**config.mk**
```make
export PLATFORM = sky130hd
export DESIGN_NAME = ctrl_sequencer_flat
export DESIGN_NICKNAME = d
export VERILOG_FILES = /design/src/rtl/ctrl_seq_pkg.sv /design/src/rtl/ctrl_seq_if.sv /design/src/rtl/ctrl_seq_dwell.sv /design/src/rtl/ctrl_sequencer.sv /design/src/flat_wrapper.sv
export SDC_FILE = /design/constraint.sdc
export NUM_CORES = 1
export LEC_CHECK = 0
export CAP_MARGIN = 20
export CELL_PAD_IN_SITES_DETAIL_PLACEMENT = 0
export CELL_PAD_IN_SITES_GLOBAL_PLACEMENT = 1
export CORE_MARGIN = 10
export CORE_UTILIZATION = 35
export DETAILED_ROUTE_END_ITERATION = 10
export GPL_ROUTABILITY_DRIVEN = 0
export GPL_TIMING_DRIVEN = 0
export PLACE_DENSITY_LB_ADDON = 0.1
export SYNTH_ARGS = -nofsm -noshare
export SYNTH_HDL_FRONTEND = slang
export SYNTH_SLANG_ARGS = --single-unit
```
**constraint.sdc**
```tcl
create_clock -name clk -period 2.2 [get_ports clk]
set_clock_uncertainty 0.1 [all_clocks]
set_input_delay 0.66 -clock clk [delete_from_list [all_inputs] [get_ports clk]]
set_output_delay 0.66 -clock clk [all_outputs]
set_load 0.01 [all_outputs]
```
**src/rtl/ctrl_seq_pkg.sv**
```systemverilog
// ctrl_seq_pkg: shared types and helpers for the control sequencer.
// FSM state encoding and the step-count clamp.
package ctrl_seq_pkg;

  typedef enum logic [1:0] {
    IDLE = 2'd0,
    RUN  = 2'd1,
    DONE = 2'd2
  } seq_state_e;

  // Zero steps runs one step; oversize requests run every strobe.
  function automatic int clamp_steps(input int n, input int max_n);
    if (n < 1) return 1;
    if (n > max_n) return max_n;
    return n;
  endfunction

endpackage

```
**src/rtl/ctrl_seq_if.sv**
```systemverilog
// ctrl_seq_if: controller <-> sequencer start/busy/done bundle.
// Optional pause signal when CTRL_SEQ_PAUSE_EN is defined.
interface ctrl_seq_if #(
  parameter int NUM_STEPS = 4,
  parameter int HOLD_W    = 4
);
  localparam int IDX_W = $clog2(NUM_STEPS);

  logic                 start;
  logic [IDX_W:0]       num_steps;
  logic [HOLD_W-1:0]    hold_cycles;
  logic                 loop;
  logic                 abort;
`ifdef CTRL_SEQ_PAUSE_EN
  logic                 pause;
`endif
  logic [NUM_STEPS-1:0] step_sel;
  logic [IDX_W-1:0]     step_idx;
  logic                 busy;
  logic                 done;
  logic                 wrap;

`ifdef CTRL_SEQ_PAUSE_EN
  modport master (
    output start, num_steps, hold_cycles,
    output loop, abort, pause,
    input  step_sel, step_idx, busy, done, wrap
  );
  modport slave (
    input  start, num_steps, hold_cycles,
    input  loop, abort, pause,
    output step_sel, step_idx, busy, done, wrap
  );
`else
  modport master (
    output start, num_steps, hold_cycles,
    output loop, abort,
    input  step_sel, step_idx, busy, done, wrap
  );
  modport slave (
    input  start, num_steps, hold_cycles,
    input  loop, abort,
    output step_sel, step_idx, busy, done, wrap
  );
`endif

endinterface

```
**src/rtl/ctrl_seq_dwell.sv**
```systemverilog
// ctrl_seq_dwell: per-step dwell counter.
// Clear wins over enable; tc_o flags count == limit.
module ctrl_seq_dwell #(
  parameter int HOLD_W = 4
) (
  input  logic              clk,
  input  logic              rst,
  input  logic              clr_i,
  input  logic              en_i,
  input  logic [HOLD_W-1:0] lim_i,
  output logic              tc_o
);

  logic [HOLD_W-1:0] cnt_q;
  logic [HOLD_W-1:0] cnt_d;

  // Next count: clear, advance, or hold.
  always_comb begin
    cnt_d = cnt_q;
    if (clr_i) cnt_d = '0;
    else if (en_i) cnt_d = cnt_q + HOLD_W'(1);
  end

  // Count register, synchronous active-low reset.
  always_ff @(posedge clk) begin
    if (!rst) cnt_q <= '0;
    else      cnt_q <= cnt_d;
  end

  assign tc_o = (cnt_q == lim_i);

endmodule

```
**src/rtl/ctrl_sequencer.sv**
```systemverilog
// ctrl_sequencer: one-hot step strobe sequencer with per-step dwell.
// Define CTRL_SEQ_PAUSE_EN to add the pause input.
module ctrl_sequencer
  import ctrl_seq_pkg::*;
#(
  parameter int NUM_STEPS = 4,
  parameter int HOLD_W    = 4
) (
  input  logic       clk,
  input  logic       rst,
  ctrl_seq_if.slave  seq_if
);

  localparam int IDX_W = $clog2(NUM_STEPS);
  localparam int NW    = IDX_W + 1;

  seq_state_e           state_q;
  logic [NUM_STEPS-1:0] sel_q;
  logic [IDX_W-1:0]     idx_q;
  logic                 busy_q;
  logic                 done_q;
  logic                 wrap_q;
  logic [NW-1:0]        n_q;
  logic [HOLD_W-1:0]    h_q;
  logic                 loop_q;

  logic pause;
  logic tc;
  logic last;
  logic run;
  logic dw_clr;
  logic dw_en;

`ifdef CTRL_SEQ_PAUSE_EN
  assign pause = seq_if.pause;
`else
  assign pause = 1'b0;
`endif

  assign run    = (state_q == RUN);
  assign last   = ({1'b0, idx_q} == (n_q - NW'(1)));
  assign dw_clr = !run || seq_if.abort || (tc && !pause);
  assign dw_en  = run && !pause;

  ctrl_seq_dwell #(
    .HOLD_W (HOLD_W)
  ) u_dwell (
    .clk   (clk),
    .rst   (rst),
    .clr_i (dw_clr),
    .en_i  (dw_en),
    .lim_i (h_q),
    .tc_o  (tc)
  );

  // Sequencer FSM with registered strobes and status pulses.
  always_ff @(posedge clk) begin
    if (!rst) begin
      state_q <= IDLE;
      sel_q   <= '0;
      idx_q   <= '0;
      busy_q  <= 1'b0;
      done_q  <= 1'b0;
      wrap_q  <= 1'b0;
      n_q     <= '0;
      h_q     <= '0;
      loop_q  <= 1'b0;
    end else begin
      done_q <= 1'b0;
      wrap_q <= 1'b0;
      case (state_q)
        IDLE: begin
          if (seq_if.start) begin
            n_q     <= NW'(clamp_steps(int'(seq_if.num_steps),
                                       NUM_STEPS));
            h_q     <= seq_if.hold_cycles;
            loop_q  <= seq_if.loop;
            state_q <= RUN;
            sel_q   <= NUM_STEPS'(1);
            idx_q   <= '0;
            busy_q  <= 1'b1;
          end
        end
        RUN: begin
          if (seq_if.abort) begin
            state_q <= IDLE;
            sel_q   <= '0;
            idx_q   <= '0;
            busy_q  <= 1'b0;
          end else if (!pause && tc) begin
            if (!last) begin
              idx_q <= idx_q + IDX_W'(1);
              sel_q <= sel_q << 1;
            end else if (loop_q) begin
              idx_q  <= '0;
              sel_q  <= NUM_STEPS'(1);
              wrap_q <= 1'b1;
            end else begin
              state_q <= DONE;
              sel_q   <= '0;
              idx_q   <= '0;
              busy_q  <= 1'b0;
              done_q  <= 1'b1;
            end
          end
        end
        DONE: state_q <= IDLE;
        default: state_q <= IDLE;
      endcase
    end
  end

  assign seq_if.step_sel = sel_q;
  assign seq_if.step_idx = idx_q;
  assign seq_if.busy     = busy_q;
  assign seq_if.done     = done_q;
  assign seq_if.wrap     = wrap_q;

endmodule

```
**src/flat_wrapper.sv**
```systemverilog
// flat-port wrapper written by rule: the top's interface ports become plain ports
module ctrl_sequencer_flat import ctrl_seq_pkg::*;
#(
  parameter int NUM_STEPS = 4,
  parameter int HOLD_W    = 4
)
  (clk, rst, seq_if_start, seq_if_num_steps, seq_if_hold_cycles, seq_if_loop, seq_if_abort, seq_if_step_sel, seq_if_step_idx, seq_if_busy, seq_if_done, seq_if_wrap);
  ctrl_seq_if #(.NUM_STEPS(NUM_STEPS), .HOLD_W(HOLD_W)) seq_if_i ();
  input  logic clk;
  input  logic rst;
  input wire logic [$bits(seq_if_i.start)-1:0] seq_if_start;
  input wire logic [$bits(seq_if_i.num_steps)-1:0] seq_if_num_steps;
  input wire logic [$bits(seq_if_i.hold_cycles)-1:0] seq_if_hold_cycles;
  input wire logic [$bits(seq_if_i.loop)-1:0] seq_if_loop;
  input wire logic [$bits(seq_if_i.abort)-1:0] seq_if_abort;
  output wire logic [$bits(seq_if_i.step_sel)-1:0] seq_if_step_sel;
  output wire logic [$bits(seq_if_i.step_idx)-1:0] seq_if_step_idx;
  output wire logic [$bits(seq_if_i.busy)-1:0] seq_if_busy;
  output wire logic [$bits(seq_if_i.done)-1:0] seq_if_done;
  output wire logic [$bits(seq_if_i.wrap)-1:0] seq_if_wrap;
  assign seq_if_i.start = seq_if_start;
  assign seq_if_i.num_steps = seq_if_num_steps;
  assign seq_if_i.hold_cycles = seq_if_hold_cycles;
  assign seq_if_i.loop = seq_if_loop;
  assign seq_if_i.abort = seq_if_abort;
  assign seq_if_step_sel = seq_if_i.step_sel;
  assign seq_if_step_idx = seq_if_i.step_idx;
  assign seq_if_busy = seq_if_i.busy;
  assign seq_if_done = seq_if_i.done;
  assign seq_if_wrap = seq_if_i.wrap;
  ctrl_sequencer #(.NUM_STEPS(NUM_STEPS), .HOLD_W(HOLD_W)) u_core (.clk(clk), .rst(rst), .seq_if(seq_if_i));
endmodule
```
* Word-level counts from Yosys, hierarchy flattened
Index checks and enable logic that the tools add are counted.
** Word-level totals
- Bits in registers :: 23
- Input port bits :: 12
- Word-level logic and storage cells :: 75
** Operators by class
- Add/subtract/negate cells :: 3
- $lt $le $gt $ge :: 2
- Equality and inequality tests :: 7
- Muxes and demuxes :: 38
- Bitwise logic cells :: 4
- Reduce and logical (&&, ||, !) cells :: 11
** Operators by type and width (count)
- 1-bit 2-to-1 mux :: 18
- 2-bit 2-to-1 mux :: 9
- 4-bit 2-to-1 mux :: 4
- 3-bit 2-to-1 mux :: 3
- 2-bit one-hot mux with 2 select lines :: 2
- 4-bit one-hot mux with 2 select lines :: 1
- 3-bit by 2-bit inequality test with 1-bit output, second input constant :: 2
- 5-bit AND reduction :: 1
- 5-bit OR reduction :: 1
- 4-bit by 1-bit adder with 4-bit output, second input constant :: 1
- 4-bit == test :: 1
- 1-bit inverter :: 4
- 4-bit AND reduction :: 1
- 2-bit by 3-bit == test with 1-bit output :: 1
- 3-bit > comparator, second input constant :: 1
- 3-bit by 1-bit < comparator with 1-bit output, second input constant :: 1
- 3-bit inequality test, second input constant :: 1
- 3-bit AND reduction :: 1
- 3-bit by 1-bit subtractor with 3-bit output, second input constant :: 1
- 2-bit by 1-bit adder with 2-bit output, second input constant :: 1
- 2-bit by 1-bit == test with 1-bit output, second input constant :: 1
- 2-bit zero test :: 1
- 1-bit logical OR :: 2
- 2-bit inequality test, second input constant :: 1
- 5 further kinds :: 5

* Logic depth before layout (Yosys ltp)
Gate-level depths: netlist of run 1.
- Depth after elaboration :: 11
- Gate-level depth with buffers :: 6

* Modules after synthesis
A second synthesis of run 1 with hierarchy kept.
** Unflattened totals
- Cell total of the unflattened synthesis :: 113
- Area, all modules :: 1073.5 um^2
** By module, submodules not included
- ctrl_sequencer :: times used 1, cells each 91, area an instance 852.1 um^2, sequential area each 380.4 um^2
- ctrl_seq_dwell :: times used 1, cells each 22, area an instance 221.5 um^2, sequential area each 80.1 um^2

* Least setup slack after synthesis of run 1
OpenSTA, ideal clock, no wires.
- Path kind :: flip-flop to flip-flop
- From :: reg u_core.n_q[0]
- To :: reg u_core.idx_q[1] (netlist: u_core.seq_if.step_idx[1])
- Setup time :: 117 ps
- Arrival :: 1630 ps
- Data required time :: 1983 ps
- Path slack :: 353 ps
- Stages on the path, launching flop included :: 7
- Buffers on the path :: 0
- Period minus slack after synthesis :: 1847 ps
- Path through :: dfxtp_1 inv_1 ha_1 xor2_1 a31oi_4 a211o_1 a32o_1
** On the way
- Cells in the longest elaborated chain, start to end :: 6
** Ends and longest elaborated chain
- from (decl) :: RTL line ctrl_sequencer.sv:23 : logic [NW-1:0] n_q;
- from (signal assigned) :: RTL line ctrl_sequencer.sv:74 : n_q <= NW'(clamp_steps(int'(seq_if.num_steps),
- 3-bit by 1-bit subtractor with 3-bit output :: RTL line ctrl_sequencer.sv:41 : assign last = ({1'b0, idx_q} == (n_q - NW'(1)));
- 2-bit by 3-bit == test with 1-bit output :: RTL line ctrl_sequencer.sv:41
- 2-bit 2-to-1 mux :: RTL line ctrl_sequencer.sv:91 : if (!last) begin
- 2-bit 2-to-1 mux :: RTL line ctrl_sequencer.sv:90 : end else if (!pause && tc) begin
- 2-bit 2-to-1 mux :: RTL line ctrl_sequencer.sv:85 : if (seq_if.abort) begin
- 2-bit one-hot mux with 2 select lines :: RTL line ctrl_sequencer.sv:71 : case (state_q)
- to (signal assigned) :: RTL line ctrl_sequencer.sv:92 : idx_q <= idx_q + IDX_W'(1);
- to (decl) :: RTL line ctrl_sequencer.sv:19 : logic [IDX_W-1:0] idx_q;
No other way between the ends. The select of a mux whose other input is x is not followed.
A chain may end at the register's enable or synchronous reset.

* Worst setup path after layout of run 1
- From :: in seq_if_abort
- To :: reg u_core.sel_q[0] (netlist: u_core.seq_if.step_sel[0])
** On the way
- Cells in the longest elaborated chain, start to end :: 2
- Elaborated cells on any way between the ends :: 4
** Ends and longest elaborated chain
- from (decl) :: RTL line flat_wrapper.sv:15 : input wire logic [$bits(seq_if_i.abort)-1:0] seq_if_abort;
- 3-bit by 2-bit inequality test with 1-bit output (no line) or 4-bit 2-to-1 mux (tied branches)
- 3-bit AND reduction (no line) or 4-bit one-hot mux with 2 select lines (tied branches)
- to (signal assigned) :: RTL line ctrl_sequencer.sv:93 : sel_q <= sel_q << 1;
- to (decl) :: RTL line ctrl_sequencer.sv:18 : logic [NUM_STEPS-1:0] sel_q;
Parallel ways exist; a longest one is shown, timed or not.

==> impl_metrics.toml, run 1 <==
[min_path]
hold_path.class = "reg2reg"
hold_end = "u_core.n_q[1]$_SDFFE_PN0P_"
hold_depth = 2
worst_hold_startpoint = "u_core.n_q[1]$_SDFFE_PN0P_"

[clocking]
cts_max_path_buffers = 2
ctsHoldBuffers = 0
cts_tree = "done"
cts-resized-gates = 0
numCtsBuffers = 3
path_clk_slew_ps = 130
worst_skew_pair.late_latency_ps = 310
htree_levels = 1
cts_sinks = 23
ctsRootBufferMaster = "clkbuf_4"

[drt]
dr_total_vias = 922
maxUsedRoutingLayer = "met4"
wl_per_cell_um = 13.9
drt_iter0_drc = 32
dr_wl_met3_um = 135
first_pass_iters = 4
drc = 0
wl_met2_um = 1220
vias_per_cell = 4.96
wl_met1_um = 1220
postRouteAntennaNets = 0
routed_wl_um = 2590

[sta]
min_period_over_period_pct = 95.6
slew_violations = 0
slew_headroom_pct = 68.5
tns_ps = 0
tightestPinTransition_ps = 473
fmax_ghz = 0.476
rsz0062_at_grt = "false"
setup_viol = 0
final-hold-violation-count = 0
min_period_ps = 2100

[worst_setup_path]
max_stage_delay_ps = 470
critPathCaptureType = "flip-flop"
worstPathCellList = "clkdlybuf4s50_1, or3b_4, a41oi_4, nor2_2, o221a_1"
cp_max_fo = 10
cp_slowest_cell = "clkdlybuf4s50_1"
critPathLaunchType = "input port"
reg2reg_slack_ps = 220
cp.required_ps = 2320
critPathKind = "in2reg"
r2r_start = "u_core.n_q[0]$_SDFFE_PN0P_"
crit_buf_inv = 1
r2r_end = "u_core.seq_if.step_idx[1]$_SDFFE_PN0P_"
r2r_cells = 6
critical_path.top_delay_family = "compound AO/OA/AOI/OAI gates"
crit_arrival_ps = 2230

[power_and_ir_drop]
powerDensity_nw_per_um2 = 564
switching_share_pct = 27.5
p_switching_mw = 0.215
pwr-share-comb_pct = 17.7
pwr-share-seq_pct = 56.9
internal-power_mw = 0.568
ir_worst_vdd_mv = 0.260
p_clk_share_pct = 25.4
p_leak_nw = 0.467

[synthesis]
syn_area_per_cell_sq_um = 9.36
yosys_register_bits = 23
yosysWarnings = 0
synth_cell_type_count = 35
ys_seq_area_share_pct = 41.3
mappedNetlistNets = 133
postSynthCellCount = 119
netlist_area_sq_um = 1110

[floorplan]
rows = 20
die-area_sq_um = 5840
die_y_um = 76.4
ios = 21
core_sq_um = 3050
die_w_um = 76.4
start_util_pct = 36.5

[cells_and_area]
final_cell_mix = "dfxtp_1 (23), clkdlybuf4s50_1 (19), nand2_1 (18), a21boi_0 (7)"
antenna_cells = 0
drive_above_1_share_pct = 7.04
fin_nets = 157
final_cell_count_no_fill = 186
n_fill_cell = 316
area_growth_pct = 24.7
final_common_cell = "dfxtp_1"

[global_route]
track_usage_pct = 9.46
grt_overflow = 0
grt_max_degree = 13
antenna_found_initial = 0
grt_pass1_vias = 966
grt_pass1_wl_um = 4550

[placed_design]
dp_hpwl_um = 1940
io_buffer_count = 19
dp.cells = 182

[run_status]
outcome = "finished, final reports clean"

[flow_run]
drv_cap = 0
routing by layer:
metal  GRT usage [%]  up-vias
met1            11.2      436
met3            4.36        2
met5               0        -
met2            15.1       13
met4            2.23        0
li1                -      471
worst max-delay path by stage:
stage | start | end | slack (ps) | depth (start not counted)
2_1_floorplan | u_core.n_q[0]$_SDFFE_PN0P_ | u_core.seq_if.step_idx[1]$_SDFFE_PN0P_ | 350 | 6
6_report | seq_if_abort | u_core.seq_if.step_sel[0]$_SDFFE_PN0P_ | 100 | 5
5_1_grt | u_core.seq_if.step_idx[0]$_SDFFE_PN0P_ | seq_if_step_idx[0] | 40 | 1
4_1_cts | seq_if_start | u_core.seq_if.step_sel[1]$_SDFFE_PN0P_ | 40 | 6
3_3_place_gp | seq_if_start | u_core.seq_if.step_idx[1]$_SDFFE_PN0P_ | -430 | 5
3_5_place_dp | seq_if_start | u_core.seq_if.step_idx[1]$_SDFFE_PN0P_ | -440 | 5
what timing repair did:
action                                 CTS  global route
setup endpoints to repair                1             4
endpoints found under the hold margin    0             0
setup buffers                            1             0
pin swaps                                0             0
cell usage after synthesis:
library cell,number,area [sq um]
o31ai_1,1,7.51
nor3_1,1,5.00
nand2_1,18,67.6
a21boi_1,4,30.0
a21boi_0,7,52.6
o221a_1,1,11.3
and4_1,1,8.76
a211o_1,1,8.76
nor2_2,1,6.26
nand4_1,3,18.8
a21oi_1,3,15.0
xor2_1,4,35.0
xnor2_1,6,52.6
nand3b_1,2,15.0
or2b_1,1,7.51
a41oi_4,1,27.5
nor2_1,6,22.5
nor2b_1,1,6.26
or3b_2,1,8.76
dfxtp_1,23,460
clkbuf_1,3,11.3
nor3b_4,1,18.8
or3b_4,1,11.3
and2b_1,1,7.51
nand3_1,2,10.0
nor4_1,3,18.8
nand4bb_1,1,11.3
and4b_1,1,10.0
o21ai_0,6,30.0
nand4b_1,4,35.0
inv_1,5,18.8
ha_1,2,25.0
a32o_1,1,10.0
o21a_1,1,7.51
a31oi_4,1,21.3
state kept, by name (all words and copies together), names as in the netlist:
register,cells
u_core.loop_q,1
u_core.state_q,2
u_core.seq_if.step_sel,4
u_core.h_q,4
u_core.seq_if.wrap,1
u_core.seq_if.busy,1
u_core.n_q,3
u_core.u_dwell.cnt_q,4
u_core.seq_if.done,1
u_core.seq_if.step_idx,2
through the flow:
stage                     power, mW  util (%)  instance area, sq um  hold slack [ps]  setup WS, ps
after floorplan               0.540         -                  1110              341           353
after global placement        0.592      44.5                  1360              361          -432
after detailed placement      0.595      44.5                  1360              362          -443
after CTS                     0.798      45.6                  1390              381          37.4
after global routing          0.836      45.5                  1390              419          38.5
final                         0.784      45.5                  1390              376          96.9
cell type report:
cell class                 instances  area, sq um  share of cell area, %
multi-input combinational         88          623                   44.9
inverter                           5         18.8                   1.35
tap                               44         55.1                   3.96
clock buffer                       4         26.3                   1.89
buffer                             2         7.51                  0.541
sequential                        23          460                   33.2
timing repair buffer              20          198                   14.2
cell families (layout without fill, tap and decap cells):
logic type	after synthesis	after routing	share of synthesized area, %
AOI/OAI and AO/OA	27	27	19.9
xor gates and xnor gates	10	10	7.86
adders and majority gates	2	2	2.25
buffers and inverters	8	31	2.70
DFF	23	23	41.3
and+or+nand+nor	49	49	26.0
worst reg2reg max path, stage by stage, from the launching register on:
cell,delay [ps]
dfxtp_1,370
inv_1,60
ha_1,300
xor2_1,300
a31oi_4,190
a211o_1,320
a32o_1,250
power groups by stage:
stage          clock, mW  sequential, mW  combinational [mW]
2_1_floorplan          0           0.454              0.0859
3_3_place_gp           0           0.455               0.138
3_5_place_dp           0           0.455               0.140
4_1_cts            0.209           0.446               0.143
5_1_grt            0.232           0.449               0.156
6_report           0.199           0.446               0.139
Note: power is estimated with default switching activity, not from simulation.
==> run 2, diff against run 1 <==
--- a/config.mk
+++ b/config.mk
@@ -14,6 +14,7 @@
 export GPL_ROUTABILITY_DRIVEN = 0
 export GPL_TIMING_DRIVEN = 0
 export PLACE_DENSITY_LB_ADDON = 0.1
+export SETUP_SLACK_MARGIN = 0.5
 export SYNTH_ARGS = -nofsm -noshare
 export SYNTH_HDL_FRONTEND = slang
 export SYNTH_SLANG_ARGS = --single-unit
==> run 2 against run 1 <==
  * First-iteration DRC count rose by 110%
  * Largest cell class unchanged
  * Sequential share of layout area fell by 3.9 points
  * Cell count rose by 7.5%
  * Critical path depth fell by 4
==> impl_metrics.toml, run 2 (synthesis results as in run 1) <==
[run_status]
outcome = "finished, final reports clean"

[clocking]
ctsHoldBuffers = 0
cts_max_path_buffers = 2
ctsRootBufferMaster = "clkbuf_4"
worst_skew_pair.late_latency_ps = 320
path_clk_slew_ps = 130
numCtsBuffers = 3
cts_tree = "done"
cts_sinks = 23
htree_levels = 1

[power_and_ir_drop]
ir_worst_vdd_mv = 0.218
p_switching_mw = 0.248
p_clk_share_pct = 24.4
p_leak_nw = 0.584
switching_share_pct = 29.4
pwr-share-comb_pct = 22.8
pwr-share-seq_pct = 52.8
internal-power_mw = 0.597
powerDensity_nw_per_um2 = 516
finalPower_mw = 0.845

[drt]
postRouteAntennaNets = 0
vias_per_cell = 5.02
drc = 0
drt_iter0_drc = 67
routed_wl_um = 2860
first_pass_iters = 4
dr_total_vias = 1003
wl_per_cell_um = 14.3

[global_route]
grt_pass1_vias = 1028
antenna_found_initial = 0
grt_max_degree = 14
grt_overflow = 0
grt_pass1_wl_um = 4730
track_usage_pct = 9.52

[sta]
min_period_ps = 1670
setup_viol = 0
fmax_ghz = 0.598
tightestPinTransition_ps = 485
min_period_over_period_pct = 76.0
slew_violations = 0
final-hold-violation-count = 0
slew_headroom_pct = 67.6
rsz0062_at_grt = "true"

[placed_design]
dp_hpwl_um = 1860
io_buffer_count = 19
dpl-instance-area_sq_um = 1370

[floorplan]
die_w_um = 76.4
ios = 21
die_y_um = 76.4
rows = 20
die-area_sq_um = 5840
core_sq_um = 3050
start_util_pct = 36.5

[cells_and_area]
antenna_cells = 0
drive_above_1_share_pct = 34.6
final_common_cell = "nand2_1"
fin_nets = 171
area_growth_pct = 47.1
final_cell_mix = "nand2_1 (17), dfxtp_1 (14), buf_4 (12), clkdlybuf4s50_1 (8), a21boi_0 (7)"
fin_area_sq_um = 1640

[worst_setup_path]
critPathKind = "reg2out"
max_stage_delay_ps = 320
crit_arrival_ps = 910
critical_path.top_delay_family = "flip-flops"
critical_path.endpoint = "seq_if_wrap"
critPathLaunch = "u_core.seq_if.wrap$_SDFF_PP0_"
cp_slowest_cell = "dfxtp_1"
cp_max_fo = 1
r2r_start = "u_core.n_q[0]$_SDFFE_PN0P_"
cp.depth = 1
cp.required_ps = 1440
r2r_cells = 6
r2r_end = "u_core.seq_if.step_idx[1]$_SDFFE_PN0P_"
crit_buf_inv = 1
reg2reg_slack_ps = 540
critPathLaunchType = "flip-flop"
worstPathCellList = "dlygate4sd2_1"
critPathCaptureType = "primary output"

[flow_run]
drv_cap = 0

[min_path]
hold_path.class = "reg2reg"
## run 2: changes by cell type in the layout (fill, tap and decap cells not counted), sizes merged
| cell | previous run | this run |
|---|---|---|
| clkdlybuf4s50 | 19 | 8 |
| a41oi | 1 | 2 |
| clkbuf | 6 | 8 |
| dlygate4sd2 | 0 | 2 |
| clkinv | 0 | 1 |
| buf | 1 | 15 |
| clkdlybuf4s15 | 0 | 5 |
## run 2: area by class of cell
class,count,area (sq um)
tap,44,55.1
clock buffer,3,22.5
clock inverter,1,5.00
buffer,3,21.3
sequential,23,479
timing repair buffer,32,283
fill,305,1420
inverter,5,18.8
multi-input combinational,89,753
## run 2: worst min-delay path, delay by kind of cell, from the launching register on
family | cells | cell delay, ps
flops | 1 | 330
compound gates | 2 | 120
## run 2: what timing repair did
action                     CTS  global route
setup endpoints to repair   25            19
cloned                       1             0
setup buffers                7             6
gates resized for setup     45            20
pin swaps                    4            12
## run 2: per-stage QoR
stage               hold WS, ps  utilization [%]  setup WS, ps  TNS [ps]  cells
finish                      382             53.6           528         0    200
global route                411             53.6           461         0    200
CTS                         382             51.1           413         0    194
detailed placement          366             45.0          -360     -1300    182
global placement            357             45.0          -364     -1250    182
floorplan                   341                -           389         0    119
## run 2: worst min-delay path by stage
stage	start	to	slack, ps	cells past startpoint
after global routing	u_core.seq_if.step_sel[3]$_SDFFE_PN0P_	u_core.seq_if.step_sel[3]$_SDFFE_PN0P_	410	2
after CTS	u_core.seq_if.step_sel[3]$_SDFFE_PN0P_	u_core.seq_if.step_sel[3]$_SDFFE_PN0P_	380	2
after global placement	u_core.n_q[1]$_SDFFE_PN0P_	u_core.n_q[1]$_SDFFE_PN0P_	360	2
final	u_core.seq_if.step_sel[3]$_SDFFE_PN0P_	u_core.seq_if.step_sel[3]$_SDFFE_PN0P_	380	2
after detailed placement	u_core.seq_if.step_sel[3]$_SDFFE_PN0P_	u_core.seq_if.step_sel[3]$_SDFFE_PN0P_	370	2
after floorplan	u_core.n_q[1]$_SDFFE_PN0P_	u_core.n_q[1]$_SDFFE_PN0P_	340	2
## run 2: power by group through the flow
stage	Combinational, mW	Clock [mW]	Sequential (mW)
floorplan	0.0895	0	0.454
global placement	0.140	0	0.454
detailed placement	0.140	0	0.455
CTS	0.171	0.211	0.448
global route	0.209	0.228	0.449
finish	0.192	0.207	0.446
## run 2: layer usage
layer / track usage (%) / part of all wire, %
met5: 0 / 0
met3: 2.95 / 5.2
met4: 2.79 / 1.5
met1: 11.6 / 48
met2: 15.6 / 45
